### src/rtl/jc_ctrl.sv
// Johnson-counter control front-end: synchronizes and debounces the buttons, runs a
// STOP/RUN_L/RUN_R FSM and generates the LEFT level and the CE strobe.
// Optional single-step button is enabled by defining JC_CTRL_STEP_EN.
module jc_ctrl #(
  parameter int DIV       = 50000,
  parameter int DB_CYCLES = 1000
) (
  input  logic CLK,
  input  logic RST_N,
  input  logic BTN_LEFT,
  input  logic BTN_RIGHT,
  input  logic BTN_STOP,
`ifdef JC_CTRL_STEP_EN
  input  logic BTN_STEP,
`endif
  output logic CE,
  output logic LEFT,
  output logic RUNNING
);

  // Button slots: 0 = stop, 1 = left, 2 = right, 3 = step (optional)
`ifdef JC_CTRL_STEP_EN
  localparam int NB = 4;
`else
  localparam int NB = 3;
`endif
  localparam int CW = (DB_CYCLES < 2) ? 1 : $clog2(DB_CYCLES);
  localparam int PW = (DIV < 2) ? 1 : $clog2(DIV);
  localparam logic [CW-1:0] DB_LAST = CW'(DB_CYCLES - 1);
  localparam logic [PW-1:0] PS_LAST = PW'(DIV - 1);

  typedef enum logic [1:0] {
    ST_STOP  = 2'd0,
    ST_RUN_L = 2'd1,
    ST_RUN_R = 2'd2
  } state_t;

  logic [NB-1:0] btn_raw;
  logic [NB-1:0] sync1_q;
  logic [NB-1:0] sync2_q;
  logic [NB-1:0] stable_q;
  logic [NB-1:0] prev_q;
  logic [NB-1:0] ev_q;
  logic [CW-1:0] cnt_q [NB];

  state_t        state_q;
  logic          ce_q;
  logic          left_q;
  logic          running_q;
  logic [PW-1:0] presc_q;

`ifdef JC_CTRL_STEP_EN
  assign btn_raw = {BTN_STEP, BTN_RIGHT, BTN_LEFT, BTN_STOP};
`else
  assign btn_raw = {BTN_RIGHT, BTN_LEFT, BTN_STOP};
`endif

  // Synchronizer, debounce and press-event pulse; the counter only runs while the
  // synchronized level disagrees with the accepted one.
  always_ff @(posedge CLK or negedge RST_N) begin
    if (!RST_N) begin
      sync1_q  <= '0;
      sync2_q  <= '0;
      stable_q <= '0;
      prev_q   <= '0;
      ev_q     <= '0;
      for (int i = 0; i < NB; i++) begin
        cnt_q[i] <= '0;
      end
    end else begin
      sync1_q <= btn_raw;
      sync2_q <= sync1_q;
      prev_q  <= stable_q;
      ev_q    <= stable_q & ~prev_q;
      for (int i = 0; i < NB; i++) begin
        if (sync2_q[i] == stable_q[i]) begin
          cnt_q[i] <= '0;
        end else if (cnt_q[i] == DB_LAST) begin
          stable_q[i] <= sync2_q[i];
          cnt_q[i]    <= '0;
        end else begin
          cnt_q[i] <= cnt_q[i] + CW'(1);
        end
      end
    end
  end

  // FSM with registered outputs; the if-chain order gives STOP > LEFT > RIGHT.
  always_ff @(posedge CLK or negedge RST_N) begin
    if (!RST_N) begin
      state_q   <= ST_STOP;
      ce_q      <= 1'b0;
      left_q    <= 1'b0;
      running_q <= 1'b0;
      presc_q   <= '0;
    end else begin
      ce_q <= 1'b0;
      if (ev_q[0]) begin
        state_q   <= ST_STOP;
        running_q <= 1'b0;
        presc_q   <= '0;
      end else if (ev_q[1]) begin
        state_q   <= ST_RUN_L;
        left_q    <= 1'b1;
        running_q <= 1'b1;
        presc_q   <= '0;
      end else if (ev_q[2]) begin
        state_q   <= ST_RUN_R;
        left_q    <= 1'b0;
        running_q <= 1'b1;
        presc_q   <= '0;
      end else if (state_q == ST_STOP) begin
        presc_q <= '0;
`ifdef JC_CTRL_STEP_EN
        ce_q    <= ev_q[3];
`endif
      end else if (presc_q == PS_LAST) begin
        presc_q <= '0;
        ce_q    <= 1'b1;
      end else begin
        presc_q <= presc_q + PW'(1);
      end
    end
  end

  assign CE      = ce_q;
  assign LEFT    = left_q;
  assign RUNNING = running_q;

endmodule
### config.mk
export PLATFORM = sky130hd
export DESIGN_NAME = jc_ctrl
export DESIGN_NICKNAME = d
export VERILOG_FILES = /design/src/rtl/jc_ctrl.sv
export SDC_FILE = /design/constraint.sdc
export NUM_CORES = 1
export LEC_CHECK = 0
export CORE_MARGIN = 5
export CORE_UTILIZATION = 60
export CTS_BUF_LIST = sky130_fd_sc_hd__clkbuf_4 sky130_fd_sc_hd__clkbuf_8 sky130_fd_sc_hd__clkbuf_16
export DETAILED_ROUTE_END_ITERATION = 16
export GPL_TIMING_DRIVEN = 0
export PLACE_DENSITY = 0.82
export SLEW_MARGIN = 0
export SYNTH_ARGS = -nofsm -noshare
export SYNTH_HDL_FRONTEND = slang
export SYNTH_SLANG_ARGS = --single-unit
### constraint.sdc
create_clock -name CLK -period 2.9 [get_ports CLK]
set_input_delay 0.29 -clock CLK [delete_from_list [all_inputs] [get_ports CLK]]
set_output_delay 0.29 -clock CLK [all_outputs]
set_load 0.03 [all_outputs]
Word-level counts from Yosys, hierarchy flattened. Index checks and enable logic that the tools add are counted.

Output and inout port bits: 3. Logic and storage cells: 63. Register bits after elaboration: 66. Input bits: 5.

Equal/unequal tests: 7. Muxes and demuxes: 24. $add $sub $neg: 4. Bitwise gates (word level): 6. Reduce and logical (&&, ||, !) cells: 7.

Operator list (number): $mux 16 (5); $mux 10 (6); $add 10x1->10 const B (3); $eq 10x10->1 const B (3); $add 16x1->16 const B (1); $eq 16x16->1 const B (1); $mux 1 (10); $reduce_and 2->1 (4); $mux 2 (3); $not 1->1 (4); $and 3x3->3 (1); $eq 1x1->1 (3); $not 3->3 (1); $reduce_bool 3->1 (1); $logic_not 2->1 (1); $reduce_bool 2->1 (1).

Logic depth before layout (Yosys ltp).
Depth in word-level cells: 6. Depth in mapped cells: 6. Gate-level depth less buffers: 5.

Least setup slack after synthesis. OpenSTA, ideal clock, no wires.

Path kind: reg2reg. Start: reg cnt_q[24] (netlist name). End: reg stable_q[0]. Required time: 2.775 ns. Stages on the path, launching flop included: 4. Buffers on the path: 0. Path slack: 1.305 ns. Data arrival time: 1.470 ns. Library setup time: 0.125 ns. Path through: dfrtp_1 or3b_1 or4_4 mux2_4.

Word-level cells in the longest chain between the ends: 2.

Ends and longest elaborated chain: start, declared (line 44) `logic [CW-1:0] cnt_q [NB];`; start signal, assigned by index (line 82) `cnt_q[i] <= cnt_q[i] + CW'(1);`; $eq 10x10->1 (line 78) `end else if (cnt_q[i] == DB_LAST) begin`; $reduce_and 2->1 (no line); end signal, assigned by index (line 79) `stable_q[i] <= sync2_q[i];`; end, declared (line 41) `logic [NB-1:0] stable_q;`.

No other way between the ends. A chain may end at the register's enable or synchronous reset.

Worst setup path in the final report.
Start: reg cnt_q[10] (netlist name). End: reg cnt_q[19] (netlist name).

Word-level cells in the longest chain between the ends: 3.

Ends and longest elaborated chain: $add 10x1->10 or $eq 10x10->1 (tied branches) (line 82, 78); $mux 10 (*) (line 78); $mux 10 (*) (line 76) `if (sync2_q[i] == stable_q[i]) begin`.

Mark *: on every way between the ends. The rest lies on a longest branch, timed or not.

==> results.txt <==
The post-synthesis register bit count was 66. The worst setup path is captured at a flop. Along the worst path, the maximum fanout reaches 8. The max-slew violation count came out at 0.

Port buffering added 7 buffers. The number of cells on the worst reg-to-reg path is 6. Dividing the detail-routed wire length by the instance count gives 13.3 um. For the pin with the worst max-slew slack, the measured transition is 0.707 ns. Number of distinct library cell variants in the gate-level netlist after synthesis: 29.

For the total number of yosys warnings, the log shows 0. The setup TNS is 0 ns. The maximum clock skew at final layout is 0.0113 ns, and the minimum clock period is 1.72 ns. The tool flagged a number of max-cap violations equal to 0. The worst setup path is of the flop to flop kind. Entering global routing, the biggest net connects 36 pins. The overall die width is 78.5 um, and the starting DRC count in detailed routing is 139. The run finished with clean final reports.

Wires add up to 4.48 mm. Detailed routing inserted a total of 1788 vias. Clock tree synthesis selected as its root buffer the cell sky130_fd_sc_hd__clkbuf_8. The finished cells cover 0.00317 mm^2. Averaged over all synthesized cells, the footprint is 10.8 um^2.

The global router's overall resource usage is 17.7%. The maximum number of buffers from clock root to sink is 2, and the detail-routed via count per cell is 5.29. Share of synthesized area occupied by flip-flops and latches: 58.7%. The DRC violation count after routing is 0, and the post-cts hold buffer count is 0. TritonCTS built the clock tree. Leaving out fill and tap cells, the most frequent cells in the layout are sky130_fd_sc_hd__dfrtp_1 (66), sky130_fd_sc_hd__nor2_1 (55), sky130_fd_sc_hd__xnor2_1 (31). After floorplanning, the core was divided into 25 placement rows. In this run the tightest slew margin relative to its limit is 52.9%. The tools report the placed cell area as 0.00297 mm^2. The run gives 0 as the initial antenna violation count. The total overflow left after global routing is 0. The mapped netlist covers 0.00281 mm^2.

The number of global-route vias before repair was 1841. The worst flop-to-flop path startpoint is cnt_q[10]. The number of nets in the synthesized netlist came out at 269.

The global placement routability congestion was 0.795; the count of pins on the block boundary was 8. The die covers 0.00616 mm^2. Counting the buffers created by CTS gives 9.

Synthesis produced a netlist whose cell count is 260. The tightest min-delay check is of the input pin to asynchronous set/reset pin type. Setup repair after global routing left no endpoint under its margin. For the number of H-tree branching levels, the log shows 3.

The logs give 66 for the total clock sinks and 1.34 nW for the cell leakage power. Clock latency on the worst-skew pair, taken at its later pin, is 0.34 ns. The clock-pin slew reported for the worst setup and hold paths after clock tree synthesis came out at 0.08 ns.

Wire length of the first global-routing pass: 8.27 mm. The tools report the core area as 0.00463 mm^2. The logs give 3.10 ns for the critical path required time and 582 MHz for the highest clock rate. For flop-to-flop paths, the worst setup slack is 1.18 ns. The final setup violation count is 0. The number of gates given a new drive strength after cts was 0; the layout-stage area growth over the synthesis result was 12.7%. For this configuration, the core starts out at a cell density of 60.8%.

The hold violation count in the final report was 0. The height of the chip is 78.5 um, and the worst supply voltage drop on vdd is 0.327 mV. Buffers added to address setup during post-CTS repair amount to 0. After layout, the worst path uses 59.2% of the clock period. The worst register-to-register path ends at cnt_q[19]. The tools report the data arrival at the endpoint of the critical path as 1.92 ns.

The power density normalized to cell area works out to 558 mW/mm^2. First-pass iteration count of the detailed router: 4. The tools report the kind of start point of the critical path as a flop. The commonest non-fill, non-tap cell in the layout was sky130_fd_sc_hd__dfrtp_1. In this run the remaining antenna-violating nets after routing total 0. In this run the worst setup path begins at cnt_q[10]. The half-perimeter wire length of the detailed placement result was 3.01 mm. The logs give 288 for the number of nets in the layout and 0 for the number of antenna repair diodes.

The share of final-layout standard cells stronger than drive strength 1 came out at 9.51%.
cell type report:
type                    count  area (um^2)
clock inverters             6         66.3
multi-input cells         180         1100
flip-flops and latches     66         1650
plain buffers               4         23.8
inverters                  10         37.5
well taps                  54         67.6
fillers                   338         1460
repair buffers              8         85.1
clock buffers              10          138
how the worst max path moves through the flow:
stage | slack, ns | to | cells after the start
2_1_floorplan | 1.31 | stable_q[0] | 3
3_3_place_gp | -0.48 | cnt_q[28] | 1
3_5_place_dp | 1.20 | cnt_q[19] | 6
4_1_cts | 1.15 | cnt_q[19] | 6
5_1_grt | 1.06 | cnt_q[19] | 6
6_report | 1.18 | cnt_q[19] | 6
metal layers:
metal  GRT usage, %  part of all wire, %  vias to the layer above
met5              0                    0                        -
met4           11.0                  2.0                        0
met3           4.47                  2.6                        6
met2           27.0                   48                       25
met1           22.5                   48                      856
li1               -                    -                      901
where the power goes:
part	internal [mW]	switching, mW
Sequential	0.934	0.00994
Combinational	0.0209	0.0343
Clock	0.420	0.349
sequential cells by signal, summed over array words and instances (netlist names), 2 cells and up:
signal    count
sync2_q       3
sync1_q       3
presc_q      16
prev_q        3
stable_q      3
cnt_q        30
state_q       2
ev_q          3
cell families after synthesis:
| group | Yosys count | share of synthesized area [%] |
|---|---|---|
| AOI/OAI and AO/OA | 3 | 0.533 |
| xor gates and xnor gates | 41 | 12.8 |
| adders and majority gates | 4 | 1.78 |
| buffers and inverters | 14 | 2.18 |
| DFF | 66 | 58.7 |
| muxes | 3 | 1.47 |
| and+or+nand+nor | 129 | 22.6 |
metrics by stage:
stage / hold WS (ns) / worst slack [ns] / utilization (%) / total power [mW] / std cells
floorplan: -0.00559 / 1.31 / - / 0.986 / 260
global placement: 0.333 / -0.483 / 63.8 / 1.01 / 321
detailed placement: 0.335 / 1.20 / 64.1 / 1.02 / 322
CTS: 0.0143 / 1.15 / 68.5 / 1.79 / 338
global route: 0.0483 / 1.06 / 68.5 / 1.85 / 338
finish: 0.00392 / 1.18 / 68.5 / 1.77 / 338
synthesized netlist by cell type, drive strengths merged:
master / count / share of area, %
and2: 2 / 0.44
nand3: 11 / 2.0
xnor2: 31 / 9.6
nor2: 55 / 7.3
nor4: 7 / 1.6
nor3: 13 / 2.3
xor2: 10 / 3.1
o21ai: 2 / 0.36
nor4bb: 2 / 0.71
nor4b: 1 / 0.31
nand4b: 1 / 0.31
buf: 3 / 0.71
a21oi: 1 / 0.18
nand2b: 2 / 0.44
nand4: 8 / 1.8
mux2: 3 / 1.5
or3b: 2 / 0.62
nor2b: 3 / 0.67
dfrtp: 66 / 59
nand2: 13 / 1.7
or2: 1 / 0.22
ha: 4 / 1.8
clkbuf: 1 / 0.13
or4: 3 / 1.1
and3: 5 / 1.1
inv: 10 / 1.3
worst max-delay path, stage by stage, from the launching register on:
cell	delay [ns]
sky130_fd_sc_hd__dfrtp_1	0.38
sky130_fd_sc_hd__ha_1	0.23
sky130_fd_sc_hd__nand4b_1	0.12
sky130_fd_sc_hd__nor3_1	0.25
sky130_fd_sc_hd__or2_2	0.17
sky130_fd_sc_hd__clkbuf_1	0.32
sky130_fd_sc_hd__nor2_1	0.12
(Power assumes the default switching activity.)
